--- src/rtl/lohi_issue_ctrl_if.sv ---
// Pipeline-side bundle of the HI/LO issue controller.
//   master : pipeline, drives the op request and observes stall / MF read data
//   slave  : lohi_issue_ctrl
// Signals:
//   op_valid, op_code, rs_data, rt_data : HI/LO-class op request
//   stall                               : pipeline must hold the current op
//   rd_data, rd_valid                   : MFHI/MFLO result
interface lohi_issue_ctrl_if #(
  parameter int unsigned OP_WIDTH = 3
);
  logic                op_valid;
  logic [OP_WIDTH-1:0] op_code;
  logic [31:0]         rs_data;
  logic [31:0]         rt_data;
  logic                stall;
  logic [31:0]         rd_data;
  logic                rd_valid;

  modport master (
    output op_valid, op_code, rs_data, rt_data,
    input  stall, rd_data, rd_valid
  );

  modport slave (
    input  op_valid, op_code, rs_data, rt_data,
    output stall, rd_data, rd_valid
  );
endinterface

--- src/rtl/lohi_issue_ctrl.sv ---
// Execute-stage controller in front of the multiplier / HI-LO wrapper.
// Decodes MULT/MULTU/MFHI/MFLO/MTHI/MTLO, hands operand magnitudes to the
// unsigned wrapper, sign-corrects the captured product into HI/LO and stalls
// HI/LO-class ops while a multiply is in flight.
// Ports:
//   clk, rst_n            : clock, asynchronous active-low reset
//   pipe (slave)          : op request, stall, MF read data (stall/rd_* combinational)
//   busy                  : multiply in flight
//   err_timeout           : sticky, a multiply was aborted after TIMEOUT_CYCLES
//   mul_opr1, mul_opr2    : registered unsigned operands to the wrapper
//   mul_result, mul_ready : wrapper product and its match-current-operands flag
module lohi_issue_ctrl #(
  parameter int unsigned TIMEOUT_CYCLES = 32,
  parameter int unsigned OP_WIDTH       = 3
) (
  input  logic                   clk,
  input  logic                   rst_n,
  lohi_issue_ctrl_if.slave       pipe,
  output logic                   busy,
  output logic                   err_timeout,
  output logic [31:0]            mul_opr1,
  output logic [31:0]            mul_opr2,
  input  logic [63:0]            mul_result,
  input  logic                   mul_ready
);

  localparam int unsigned CNT_W = (TIMEOUT_CYCLES > 2) ? $clog2(TIMEOUT_CYCLES) : 1;

  localparam logic [OP_WIDTH-1:0] OP_MULT  = OP_WIDTH'(1);
  localparam logic [OP_WIDTH-1:0] OP_MULTU = OP_WIDTH'(2);
  localparam logic [OP_WIDTH-1:0] OP_MFHI  = OP_WIDTH'(3);
  localparam logic [OP_WIDTH-1:0] OP_MFLO  = OP_WIDTH'(4);
  localparam logic [OP_WIDTH-1:0] OP_MTHI  = OP_WIDTH'(5);
  localparam logic [OP_WIDTH-1:0] OP_MTLO  = OP_WIDTH'(6);

  typedef enum logic {
    IDLE     = 1'b0,
    MUL_WAIT = 1'b1
  } state_t;

  state_t             state, state_nxt;
  logic [31:0]        hi, hi_nxt;
  logic [31:0]        lo, lo_nxt;
  logic [31:0]        opr1_nxt, opr2_nxt;
  logic               neg_flag, neg_nxt;
  logic [CNT_W-1:0]   cnt, cnt_nxt;
  logic               err_nxt;
  logic               hilo_op;
  logic               stall_c;
  logic               rd_valid_c;
  logic [31:0]        rd_data_c;

  // Two's complement magnitude; 0x80000000 stays 0x80000000 (2^31 unsigned).
  function automatic logic [31:0] mag32(input logic [31:0] x);
    return x[31] ? (~x + 32'd1) : x;
  endfunction

  // Every defined op except NONE/reserved competes for HI/LO.
  always_comb begin
    hilo_op = 1'b0;
    case (pipe.op_code)
      OP_MULT, OP_MULTU, OP_MFHI, OP_MFLO, OP_MTHI, OP_MTLO: hilo_op = 1'b1;
      default:                                              hilo_op = 1'b0;
    endcase
  end

  // Next-state, datapath and pipeline-facing outputs.
  always_comb begin
    state_nxt  = state;
    hi_nxt     = hi;
    lo_nxt     = lo;
    opr1_nxt   = mul_opr1;
    opr2_nxt   = mul_opr2;
    neg_nxt    = neg_flag;
    cnt_nxt    = cnt;
    err_nxt    = err_timeout;
    rd_valid_c = 1'b0;
    rd_data_c  = 32'd0;
    stall_c    = pipe.op_valid & (state == MUL_WAIT) & hilo_op;

    case (state)
      IDLE: begin
        if (pipe.op_valid) begin
          case (pipe.op_code)
            OP_MULT, OP_MULTU: begin
              if (pipe.op_code == OP_MULT) begin
                opr1_nxt = mag32(pipe.rs_data);
                opr2_nxt = mag32(pipe.rt_data);
                neg_nxt  = pipe.rs_data[31] ^ pipe.rt_data[31];
              end else begin
                opr1_nxt = pipe.rs_data;
                opr2_nxt = pipe.rt_data;
                neg_nxt  = 1'b0;
              end
              cnt_nxt   = '0;
              state_nxt = MUL_WAIT;
            end
            OP_MTHI: hi_nxt = pipe.rs_data;
            OP_MTLO: lo_nxt = pipe.rs_data;
            default: ;
          endcase
        end
      end
      MUL_WAIT: begin
        cnt_nxt = cnt + CNT_W'(1);
        // First wait cycle: wrapper has not yet seen the new operands.
        if ((cnt != '0) && mul_ready) begin
          {hi_nxt, lo_nxt} = neg_flag ? (~mul_result + 64'd1) : mul_result;
          state_nxt        = IDLE;
        end else if (cnt == CNT_W'(TIMEOUT_CYCLES - 1)) begin
          err_nxt   = 1'b1;
          state_nxt = IDLE;
        end
      end
      default: state_nxt = IDLE;
    endcase

    // Reads are served only when not stalled and never while reset is held.
    if (rst_n && pipe.op_valid && !stall_c) begin
      if (pipe.op_code == OP_MFHI) begin
        rd_valid_c = 1'b1;
        rd_data_c  = hi;
      end else if (pipe.op_code == OP_MFLO) begin
        rd_valid_c = 1'b1;
        rd_data_c  = lo;
      end
    end
  end

  // State and datapath registers.
  always_ff @(posedge clk or negedge rst_n) begin
    if (!rst_n) begin
      state       <= IDLE;
      hi          <= 32'd0;
      lo          <= 32'd0;
      mul_opr1    <= 32'd0;
      mul_opr2    <= 32'd0;
      neg_flag    <= 1'b0;
      cnt         <= '0;
      err_timeout <= 1'b0;
    end else begin
      state       <= state_nxt;
      hi          <= hi_nxt;
      lo          <= lo_nxt;
      mul_opr1    <= opr1_nxt;
      mul_opr2    <= opr2_nxt;
      neg_flag    <= neg_nxt;
      cnt         <= cnt_nxt;
      err_timeout <= err_nxt;
    end
  end

  assign busy          = (state == MUL_WAIT);
  assign pipe.stall    = stall_c;
  assign pipe.rd_valid = rd_valid_c;
  assign pipe.rd_data  = rd_data_c;

endmodule
--- src/flat_wrapper.sv ---
// flat-port wrapper written by rule: the top's interface ports become plain ports
module lohi_issue_ctrl_flat 
#(
  parameter int unsigned TIMEOUT_CYCLES = 32,
  parameter int unsigned OP_WIDTH       = 3
)
  (clk, rst_n, busy, err_timeout, mul_opr1, mul_opr2, mul_result, mul_ready, pipe_op_valid, pipe_op_code, pipe_rs_data, pipe_rt_data, pipe_stall, pipe_rd_data, pipe_rd_valid);
  lohi_issue_ctrl_if #(.OP_WIDTH(OP_WIDTH)) pipe_i ();
  input  logic clk;
  input  logic rst_n;
  output logic busy;
  output logic err_timeout;
  output logic [31:0] mul_opr1;
  output logic [31:0] mul_opr2;
  input  logic [63:0] mul_result;
  input  logic mul_ready;
  input wire logic [$bits(pipe_i.op_valid)-1:0] pipe_op_valid;
  input wire logic [$bits(pipe_i.op_code)-1:0] pipe_op_code;
  input wire logic [$bits(pipe_i.rs_data)-1:0] pipe_rs_data;
  input wire logic [$bits(pipe_i.rt_data)-1:0] pipe_rt_data;
  output wire logic [$bits(pipe_i.stall)-1:0] pipe_stall;
  output wire logic [$bits(pipe_i.rd_data)-1:0] pipe_rd_data;
  output wire logic [$bits(pipe_i.rd_valid)-1:0] pipe_rd_valid;
  assign pipe_i.op_valid = pipe_op_valid;
  assign pipe_i.op_code = pipe_op_code;
  assign pipe_i.rs_data = pipe_rs_data;
  assign pipe_i.rt_data = pipe_rt_data;
  assign pipe_stall = pipe_i.stall;
  assign pipe_rd_data = pipe_i.rd_data;
  assign pipe_rd_valid = pipe_i.rd_valid;
  lohi_issue_ctrl #(.TIMEOUT_CYCLES(TIMEOUT_CYCLES), .OP_WIDTH(OP_WIDTH)) u_core (.clk(clk), .rst_n(rst_n), .pipe(pipe_i), .busy(busy), .err_timeout(err_timeout), .mul_opr1(mul_opr1), .mul_opr2(mul_opr2), .mul_result(mul_result), .mul_ready(mul_ready));
endmodule
--- config.mk ---
export PLATFORM = sky130hd
export DESIGN_NAME = lohi_issue_ctrl_flat
export DESIGN_NICKNAME = d
export VERILOG_FILES = /design/src/rtl/lohi_issue_ctrl_if.sv /design/src/rtl/lohi_issue_ctrl.sv /design/src/flat_wrapper.sv
export SDC_FILE = /design/constraint.sdc
export NUM_CORES = 1
export LEC_CHECK = 0
export BUFFER_PORTS_ARGS = -buffer_cell sky130_fd_sc_hd__buf_2
export CAP_MARGIN = 20
export CORE_ASPECT_RATIO = 1.2
export CORE_MARGIN = 10
export CORE_UTILIZATION = 48
export DETAILED_ROUTE_END_ITERATION = 10
export PLACE_DENSITY = 0.76
export SLEW_MARGIN = 30
export SYNTH_ARGS = -nofsm -noshare
export SYNTH_HDL_FRONTEND = slang
export SYNTH_SLANG_ARGS = --single-unit
--- constraint.sdc ---
create_clock -name clk -period 2.4 [get_ports clk]
set_clock_uncertainty 0.2 [all_clocks]
set_input_delay 0.48 -clock clk [delete_from_list [all_inputs] [get_ports clk]]
set_output_delay 0.48 -clock clk [all_outputs]
set_load 0.02 [all_outputs]
Word-level counts from Yosys, hierarchy flattened
Index checks and enable logic that the tools add are counted.
{"block": "word_totals", "register_bits": 136, "out_inout_bits": 100, "inputBits": 135}
{"block": "op_classes", "bitwise_logic": 8, "eq_ne": 12, "n_reduce_logical": 12, "n_mux": 29, "addsub": 4}
{"operator": "$mux 32", "n": 13}
{"operator": "$pmux 32 s2", "n": 2}
{"operator": "$add 32x1->32 const B", "n": 2}
{"operator": "$add 64x1->64 const B", "n": 1}
{"operator": "$mux 64", "n": 1}
{"operator": "$not 32->32", "n": 2}
{"operator": "$not 64->64", "n": 1}
{"operator": "$reduce_and 3->1", "n": 4}
{"operator": "$mux 5", "n": 2}
{"operator": "$ne 2x2->1 const B", "n": 5}
{"operator": "$pmux 5 s2", "n": 1}
{"operator": "$eq 3x3->1 const B", "n": 3}
{"operator": "$mux 1", "n": 9}
{"operator": "$eq 3x2->1 const B", "n": 2}
{"operator": "$reduce_or 6->1", "n": 1}
{"operator": "$add 5x1->5 const B", "n": 1}
{"operator": "$eq 5x5->1 const B", "n": 1}
{"operator": "$reduce_bool 5->1", "n": 1}
{"operator": "$eq 3x1->1 const B", "n": 1}
{"operator": "$logic_and 1x1->1", "n": 3}
{"operator": "$and 1x1->1", "n": 2}
{"operator": "$not 1->1", "n": 2}
{"operator": "$pmux 1 s2", "n": 1}
{"operator": "$reduce_and 2->1", "n": 1}
{"operator": "other kinds (3)", "n": 3}

Depth between registers and ports, before layout
Gate-level depths: netlist (run 1).
{"block": "logic_depth", "depth_word": 7, "ltp_mapped": 10, "ltp_nobuf": 8}

Worst setup path before layout (run 1)
OpenSTA, ideal clock, no wires.
{"block": "synth_path", "path_type": "input-to-reg", "startpoint": "input mul_result[14]", "endpoint": "register u_core.hi[28]", "path_buffers": 1, "arrival_time_ns": 2.700, "setup_slack_ns": -0.604, "required_time_ns": 2.096, "stages": 7, "cell_sequence": "or4_4 -> or4_4 -> or4_1 -> buf_2 -> o31ai_1 -> xor2_1 -> a221oi_1"}
{"block": "synth_via", "elab_chain_cells": 5}
{"element": "from (decl)", "line": "flat_wrapper.sv:15", "text": "input logic [63:0] mul_result;"}
{"element": "$not 64->64", "line": "lohi_issue_ctrl.sv:108", "text": "{hi_nxt, lo_nxt} = neg_flag ? (~mul_result + 64'd1) : mul_result;"}
{"element": "$add 64x1->64", "line": "lohi_issue_ctrl.sv:108"}
{"element": "$mux 64", "line": "lohi_issue_ctrl.sv:108"}
{"element": "$mux 32", "line": "lohi_issue_ctrl.sv:107", "text": "if ((cnt != '0) && mul_ready) begin"}
{"element": "$pmux 32 s2", "line": "lohi_issue_ctrl.sv:81", "text": "case (state)"}
{"element": "to (signal assigned)", "line": "lohi_issue_ctrl.sv:143", "text": "hi <= hi_nxt;"}
{"element": "to (decl)", "line": "lohi_issue_ctrl.sv:42", "text": "logic [31:0] hi, hi_nxt;"}
No other way between the ends. The select of a mux whose other input is x is not followed.
A chain may end at the register's enable or synchronous reset.

Worst setup path after layout (run 1)
{"block": "layout_path", "startpoint": "input mul_result[11]", "endpoint": "register u_core.hi[20]"}
The elaborated chain is that of the path after synthesis.

==> results of run 1 <==
==> worst max-delay path: cells and delay by family <==
kind	cells	cell delay (ps)
AOI/OAI and AO/OA	2	550
xor gates and xnor gates	1	250
buffers and inverters	2	270
and+or+nand+nor	3	1570
==> worst max-delay path by stage <==
stage | to | start | slack, ps
after CTS | u_core.hi[18]$_DFFE_PN0P_ | mul_result[11] | -320
after global routing | u_core.hi[20]$_DFFE_PN0P_ | mul_result[11] | -650
final | u_core.hi[20]$_DFFE_PN0P_ | mul_result[11] | -630
after global placement | u_core.hi[18]$_DFFE_PN0P_ | mul_result[14] | -790
after floorplan | u_core.hi[26]$_DFFE_PN0P_ | mul_result[14] | -570
after detailed placement | u_core.hi[18]$_DFFE_PN0P_ | mul_result[14] | -840
==> power by group <==
part	internal, mW	switching, mW	total [mW]
clock network	1.32	1.08	2.41
registers	3.37	0.754	4.12
logic	2.14	3.36	5.49
total	6.83	5.20	12.0
==> kinds of logic after synthesis <==
logic type	Yosys count	synth area share, %
AO/OA/AOI/OAI	302	23.3
adder cells (fa/ha/maj)	6	0.872
flip-flops	136	39.5
multiplexers	7	0.814
buffers and inverters	84	3.70
AND/OR/NAND/NOR	356	19.4
XOR/XNOR	122	12.4
==> state kept, by name, indices dropped and copies added, names as in the netlist <==
register,cells
u_core.lo,32
u_core.busy,1
u_core.cnt,5
u_core.err_timeout,1
u_core.neg_flag,1
u_core.hi,32
u_core.mul_opr2,32
u_core.mul_opr1,32
==> routing by layer <==
layer | up-vias | global-route usage, % | routed length (µm)
met3 | 308 | 7.85 | 4730
met1 | 4946 | 34.1 | 13600
li1 | 4512 | - | -
met5 | - | 0 | 0
met2 | 879 | 49.4 | 19000
met4 | 0 | 13.7 | 3010
==> timing repair <==
item                                    in CTS  in global routing
gates resized for setup                    178                106
pin swaps                                   66                 61
endpoints found under the setup margin      85                 93
buffers inserted                            15                 22
cloned                                       5                  0
==> synthesized netlist by cell type (3+ instances only) <==
library cell / instances
sky130_fd_sc_hd__a211oi_1: 12
sky130_fd_sc_hd__a21o_1: 14
sky130_fd_sc_hd__a21oi_1: 29
sky130_fd_sc_hd__a221oi_1: 26
sky130_fd_sc_hd__a22oi_1: 32
sky130_fd_sc_hd__a31oi_1: 6
sky130_fd_sc_hd__and2_1: 4
sky130_fd_sc_hd__and3_1: 6
sky130_fd_sc_hd__buf_1: 3
sky130_fd_sc_hd__buf_2: 3
sky130_fd_sc_hd__clkbuf_1: 64
sky130_fd_sc_hd__dfrtp_1: 136
sky130_fd_sc_hd__ha_1: 6
sky130_fd_sc_hd__inv_1: 14
sky130_fd_sc_hd__mux2i_1: 7
sky130_fd_sc_hd__nand2_1: 113
sky130_fd_sc_hd__nand2b_1: 4
sky130_fd_sc_hd__nand3_1: 15
sky130_fd_sc_hd__nand4_1: 8
sky130_fd_sc_hd__nand4b_1: 3
sky130_fd_sc_hd__nor2_1: 114
sky130_fd_sc_hd__nor2b_1: 8
sky130_fd_sc_hd__nor3_1: 21
sky130_fd_sc_hd__nor4_1: 11
sky130_fd_sc_hd__o21ai_0: 107
sky130_fd_sc_hd__o221ai_1: 5
sky130_fd_sc_hd__o22ai_1: 4
sky130_fd_sc_hd__o31ai_1: 41
sky130_fd_sc_hd__o41ai_1: 14
sky130_fd_sc_hd__o41ai_2: 3
sky130_fd_sc_hd__or3_1: 22
sky130_fd_sc_hd__or4_1: 14
sky130_fd_sc_hd__or4_4: 3
sky130_fd_sc_hd__xnor2_1: 34
sky130_fd_sc_hd__xor2_1: 88
==> area by class of cell <==
cell class / instances / area share [%]
multi-input cells: 793 / 43.7
repair buffers: 463 / 25.5
flip-flops and latches: 136 / 24.6
clock buffers: 18 / 3.10
well taps: 220 / 1.99
clock inverters: 13 / 0.714
inverters: 14 / 0.380
==> metrics by stage <==
step           TNS, ps  power [mW]  area [µm²]  std cells
2_1_floorplan   -14150        6.57        8890       1013
4_1_cts          -7110        11.3       13200       1638
6_report        -15710        12.0       13800       1657
5_1_grt         -18090        12.5       13800       1657
3_5_place_dp    -30010        8.56       11700       1588
3_3_place_gp    -26400        8.39       11700       1588
==> impl_metrics.csv, run 1 <==
group,metric,value,unit
outcome,status,"finished, violations left",
outcome,violations_in_the_final_reports,"negative hold slack, negative setup slack",
synthesis,netlist_top_cells_area,"sky130_fd_sc_hd__dfrtp_1 (40%), sky130_fd_sc_hd__xor2_1 (8.9%), sky130_fd_sc_hd__o21ai_0 (6.2%)",
timing,final_period_minus_worst_setup_slack,3030,ps
place,place.port_buffers,234,
global_route,grt_start_max_net_pins,137,
layout,multi_input_area,6040,µm²
power,peak_supply_drop,663,µV
layout,area_growth,60.6,%
drt,post-route-drc-count,0,
setup_path,max_stage_delay,580,ps
place,dp_worst_setup_slack,-843,ps
layout,drive_gt1_share,44.9,%
setup_path,reg2reg_setup_slack,-80,ps
timing,finalHoldViolations,4,
clocking,cts_tree,"done",
setup_path,arrival,3120,ps
synthesis,synth_ff_type,"sky130_fd_sc_hd__dfrtp_1",
global_route,grt.overflow.total,0,
drt,detail_route.iter0.violations,1347,
synthesis,yosys.area.top_type,"sky130_fd_sc_hd__dfrtp_1",
power,power.density_cell_area,869,nW/µm²
timing,layout_setup_ws,-630,ps
setup_path,ff2ff_path_depth,12,
drt,dr.pass1.iters,7,
setup_path,timing.critical_path.fanout_max,5,
setup_path,path_common_cell,"sky130_fd_sc_hd__or4_4",
global_route,grt_pass1_vias,10397,
setup_path,regToRegStartpoint,"u_core.cnt[1]$_DFFE_PN0P_",
layout,nFillCells,1051,
timing,relSlewSlack,45.6,%
drt,route.detailed.wl_per_inst,24.3,µm
synthesis,gate_count_of_the_mapped_netlist,1013,
synthesis,ys_ff_latch,136,
layout,final_common_cell,"sky130_fd_sc_hd__buf_2",
synthesis,post_synth.cell_area_avg,8.50,µm²
synthesis,synthesis.nets,1154,
drt,detail_route.vias_per_cell,6.42,
clocking,cts-htree-levels,4,
floorplan,rows,53,
clocking,numClockSinks,136,
layout,final_nets,1566,
floorplan,initial_standard_cell_utilization_of_the_core,49.0,%
drt,ant_nets,0,
layout,highest_count_cells_in_the_layout_ignoring_fill_and_taps,"sky130_fd_sc_hd__buf_2 (195), sky130_fd_sc_hd__buf_4 (184), sky130_fd_sc_hd__dfrtp_1 (134), sky130_fd_sc_hd__nand2_1 (108), sky130_fd_sc_hd__o21ai_0 (93)",
synthesis,mappedNetlistArea,8610,µm²
timing,min_period_over_period,126,%
synthesis,synth.lib_cells_used.distinct,49,
clocking,clk_path_buf_depth,2,
timing,slew_viol_final,0,
floorplan,die_h,167,µm
timing,setup_viol,73,
worst_hold_path,hold_path.class,"input port to async pin",
layout,ff_latch_area,3410,µm²
clocking,postCtsHoldBufs,0,
timing,achievable-frequency,0.330,GHz
floorplan,dieArea,23700,µm²
setup_path,setup.worst_path.class,"input port to register",
synthesis,synth-warning-count,0,
synthesis,synthDominantCellAreaShare,39.5,%
setup_path,setup.worst_path.end_class,"register",
synthesis,seq_area_frac_synth,39.5,%
synthesis,synth_enable_flop_cells,0,
floorplan,io_pins,235,
clocking,path_clk_slew,60,ps
timing,hold_slack,-8.72,ps
drt,vias,10645,
drt,totalWireLength,40300,µm
global_route,grt_first_pass_wirelength,56400,µm
layout,post_route_core_utilization,78.7,%
floorplan,die_x,142,µm
global_route,antenna_found_initial,0,
setup_path,critPathRequiredTime,2490,ps
timing,worst_slew_pin_slew,816,ps
power,p_leak,5.95,nW
place,gp_routability_congestion,0.992,
setup_path,worst_setup_path_start_kind,"input port",
clocking,insertion_delay,410,ps
global_route,grt_use_total,29.5,%
clocking,numCtsBuffers,17,
setup_path,path_cells,"buf_6 -> or4_4 -> or4_4 -> or4_4 -> buf_8 -> o41ai_4 -> xor2_1 -> o21ai_1",
place,detailed_place_hpwl,24500,µm
layout,num_antenna_cells,0,
synthesis,asyncSetResetFlopFracSynth,100,%
floorplan,fp.coreArea,17600,µm²
clocking,cts_root_buf,"sky130_fd_sc_hd__clkbuf_16",
setup_path,critical_path.slowest_cell,"sky130_fd_sc_hd__or4_4",
setup_path,r2r_end,"u_core.lo[22]$_DFFE_PN0P_",
timing,rsz_0062_raised_after_global_routing,"true",
flow_run,timing.max_cap.violations,0,
Power figures use the tool's default switching activity.
==> run 2, diff against run 1 <==
--- a/config.mk
+++ b/config.mk
@@ -12,6 +12,7 @@
 export CORE_UTILIZATION = 48
 export DETAILED_ROUTE_END_ITERATION = 10
 export PLACE_DENSITY = 0.76
+export RECOVER_POWER = 100
 export SLEW_MARGIN = 30
 export SYNTH_ARGS = -nofsm -noshare
 export SYNTH_HDL_FRONTEND = slang
==> run 2 against run 1 <==
Clock-buffer cell count unchanged. Final cell count about the same. Register-to-register slack worse by 30 ps. The run ends with max-capacitance violations, max-slew violations, negative setup slack left. Critical endpoint is now u_core.hi[17]$_DFFE_PN0P_. Utilization down 1.0 points.
==> impl_metrics.csv, run 2 (synthesized netlist as in run 1, its figures left out) <==
group,metric,value,unit
setup_path,critical_path.slowest_cell,"sky130_fd_sc_hd__or4_4",
clocking,postCtsHoldBufs,0,
timing,setup_viol,90,
power,totalPowerFinal,11.8,mW
clocking,numCtsBuffers,17,
setup_path,setup.worst_path.class,"input port to register",
timing,finalHoldViolations,0,
floorplan,fp.coreArea,17600,µm²
clocking,clk_path_buf_depth,2,
global_route,grt.overflow.total,0,
outcome,status,"finished, violations left",
layout,post_route_core_utilization,77.7,%
drt,route.detailed.wl_per_inst,24.3,µm
drt,ant_nets,0,
global_route,antenna_found_initial,0,
clocking,cts-htree-levels,4,
floorplan,die_h,167,µm
clocking,path_clk_slew,70,ps
place,dp_worst_setup_slack,-843,ps
timing,final_period_minus_worst_setup_slack,3070,ps
clocking,numClockSinks,136,
drt,totalWireLength,40300,µm
drt,post-route-drc-count,0,
timing,rsz_0062_raised_after_global_routing,"true",
layout,nFillCells,1109,
place,dpl-instance-area,11700,µm²
layout,final_design_area_no_fill,13700,µm²
clocking,insertion_delay,410,ps
clocking,cts_root_buf,"sky130_fd_sc_hd__clkbuf_16",
outcome,violations_in_the_final_reports,"max-capacitance violations, max-slew violations, negative setup slack",
setup_path,max_stage_delay,670,ps
timing,slew_viol_final,137,
drt,dr.pass1.iters,9,
clocking,cts_tree,"done",
timing,layout_setup_ws,-666,ps
timing,min_period_over_period,128,%
layout,area_growth,58.5,%
drt,detail_route.iter0.violations,1386,
layout,final_nets,1566,
place,gp_routability_congestion,0.992,
place,place.port_buffers,234,
layout,final_common_cell,"sky130_fd_sc_hd__buf_4",
floorplan,initial_standard_cell_utilization_of_the_core,49.0,%
power,p_leak,5.67,nW
setup_path,worst_setup_path_start_kind,"input port",
drt,detail_route.vias_per_cell,6.46,
global_route,grt_start_max_net_pins,137,
global_route,grt_first_pass_wirelength,56400,µm
timing,worst_slew_pin_slew,1910,ps
floorplan,rows,53,
setup_path,setup.worst_path.end_class,"register",
floorplan,io_pins,235,
setup_path,critPathRequiredTime,2460,ps
global_route,grt_use_total,29.5,%
setup_path,timing.critical_path.fanout_max,7,
floorplan,die_x,142,µm
timing,achievable-frequency,0.326,GHz
layout,drive_gt1_share,39.5,%
global_route,grt_pass1_vias,10397,
worst_hold_path,hold_path.class,"input port to register",
floorplan,dieArea,23700,µm²
flow_run,timing.max_cap.violations,1,
layout,highest_count_cells_in_the_layout_ignoring_fill_and_taps,"sky130_fd_sc_hd__buf_4 (177), sky130_fd_sc_hd__dfrtp_1 (134), sky130_fd_sc_hd__buf_2 (126), sky130_fd_sc_hd__nand2_1 (108), sky130_fd_sc_hd__o21ai_0 (94)",
timing,hold_slack,172,ps
power,peak_supply_drop,659,µV
timing,relSlewSlack,-27.3,%
place,detailed_place_hpwl,24500,µm
power,power.density_cell_area,867,nW/µm²
setup_path,arrival,3130,ps
setup_path,path_cells,"buf_6 -> or3_4 -> or4_4 -> or4_4 -> buf_6 -> o31ai_4 -> xor2_1 -> a221oi_1",
drt,vias,10705,
## run 2: changes by cell type in the layout (fill, tap and decap cells not counted), moves of 2 or more
| cell | before | now |
|---|---|---|
| sky130_fd_sc_hd__buf_12 | 22 | 17 |
| sky130_fd_sc_hd__clkbuf_4 | 0 | 3 |
| sky130_fd_sc_hd__clkbuf_2 | 0 | 3 |
| sky130_fd_sc_hd__buf_4 | 184 | 177 |
| sky130_fd_sc_hd__and2_0 | 0 | 2 |
| sky130_fd_sc_hd__buf_2 | 195 | 126 |
| sky130_fd_sc_hd__and2_1 | 4 | 2 |
| sky130_fd_sc_hd__clkbuf_1 | 1 | 75 |
## run 2: per-layer routing
| layer | vias to the layer above | routed length, µm | part of all wire (%) | global-route usage (%) |
|---|---|---|---|---|
| met1 | 5017 | 13800 | 34 | 34.1 |
| met3 | 298 | 4600 | 11 | 7.85 |
| met2 | 881 | 18900 | 47 | 49.4 |
| met4 | 0 | 3010 | 7.5 | 13.7 |
| li1 | 4509 | - | - | - |
| met5 | - | 0 | 0 | 0 |
## run 2: worst max-delay path, delay by kind of cell
family / cells / cell delay, ps
and+or+nand+nor: 3 / 1460
xor gates and xnor gates: 1 / 540
AOI/OAI and AO/OA: 2 / 370
buffers and inverters: 2 / 270
## run 2: path summary, 6_finish.rpt
kind	slack [ps]	to	cells after the start	start
min in group asynchronous	570	u_core.mul_opr2[10]$_DFFE_PN0P_	2	rst_n
worst min register to register	270	u_core.err_timeout$_DFFE_PN0P_	1	u_core.err_timeout$_DFFE_PN0P_
worst max-delay path	-670	u_core.hi[17]$_DFFE_PN0P_	8	mul_result[30]
worst max register to register	-110	u_core.lo[21]$_DFFE_PN0P_	8	u_core.cnt[0]$_DFFE_PN0P_
max in group asynchronous	150	u_core.busy$_DFF_PN0_	2	rst_n
worst min-delay path	170	u_core.mul_opr2[18]$_DFFE_PN0P_	3	pipe_rt_data[18]
## run 2: area by class of cell
cell class	count	area [µm²]	share of cell area, %
Timing Repair Buffer	463	3360	24.6
Multi-Input combinational cell	793	6030	44.2
Clock inverter	13	98.8	0.724
Antenna cell	1	2.50	0.0183
Inverter	14	52.6	0.385
Sequential cell	136	3410	24.9
Tap cell	220	275	2.02
Clock buffer	18	429	3.14
## run 2: what timing repair did
item                       4_1_cts  5_1_grt
gates cloned                     5        0
pin swaps                       66       61
setup buffers                   15       22
hold endpoints to repair         0        0
setup endpoints to repair       85       93
resized for setup              178      106
## run 2: where the power goes
part	leakage, nW	internal [mW]	total (mW)	switching [mW]
Clock	0.242	1.32	2.41	1.09
Sequential	1.66	3.37	4.14	0.767
Combinational	3.77	1.94	5.29	3.35
## run 2: stage by stage
step	setup TNS, ps	cells
floorplan	-14150	1013
global placement	-26400	1588
detailed placement	-30010	1588
CTS	-7110	1638
global route	-27100	1657
finish	-17730	1658
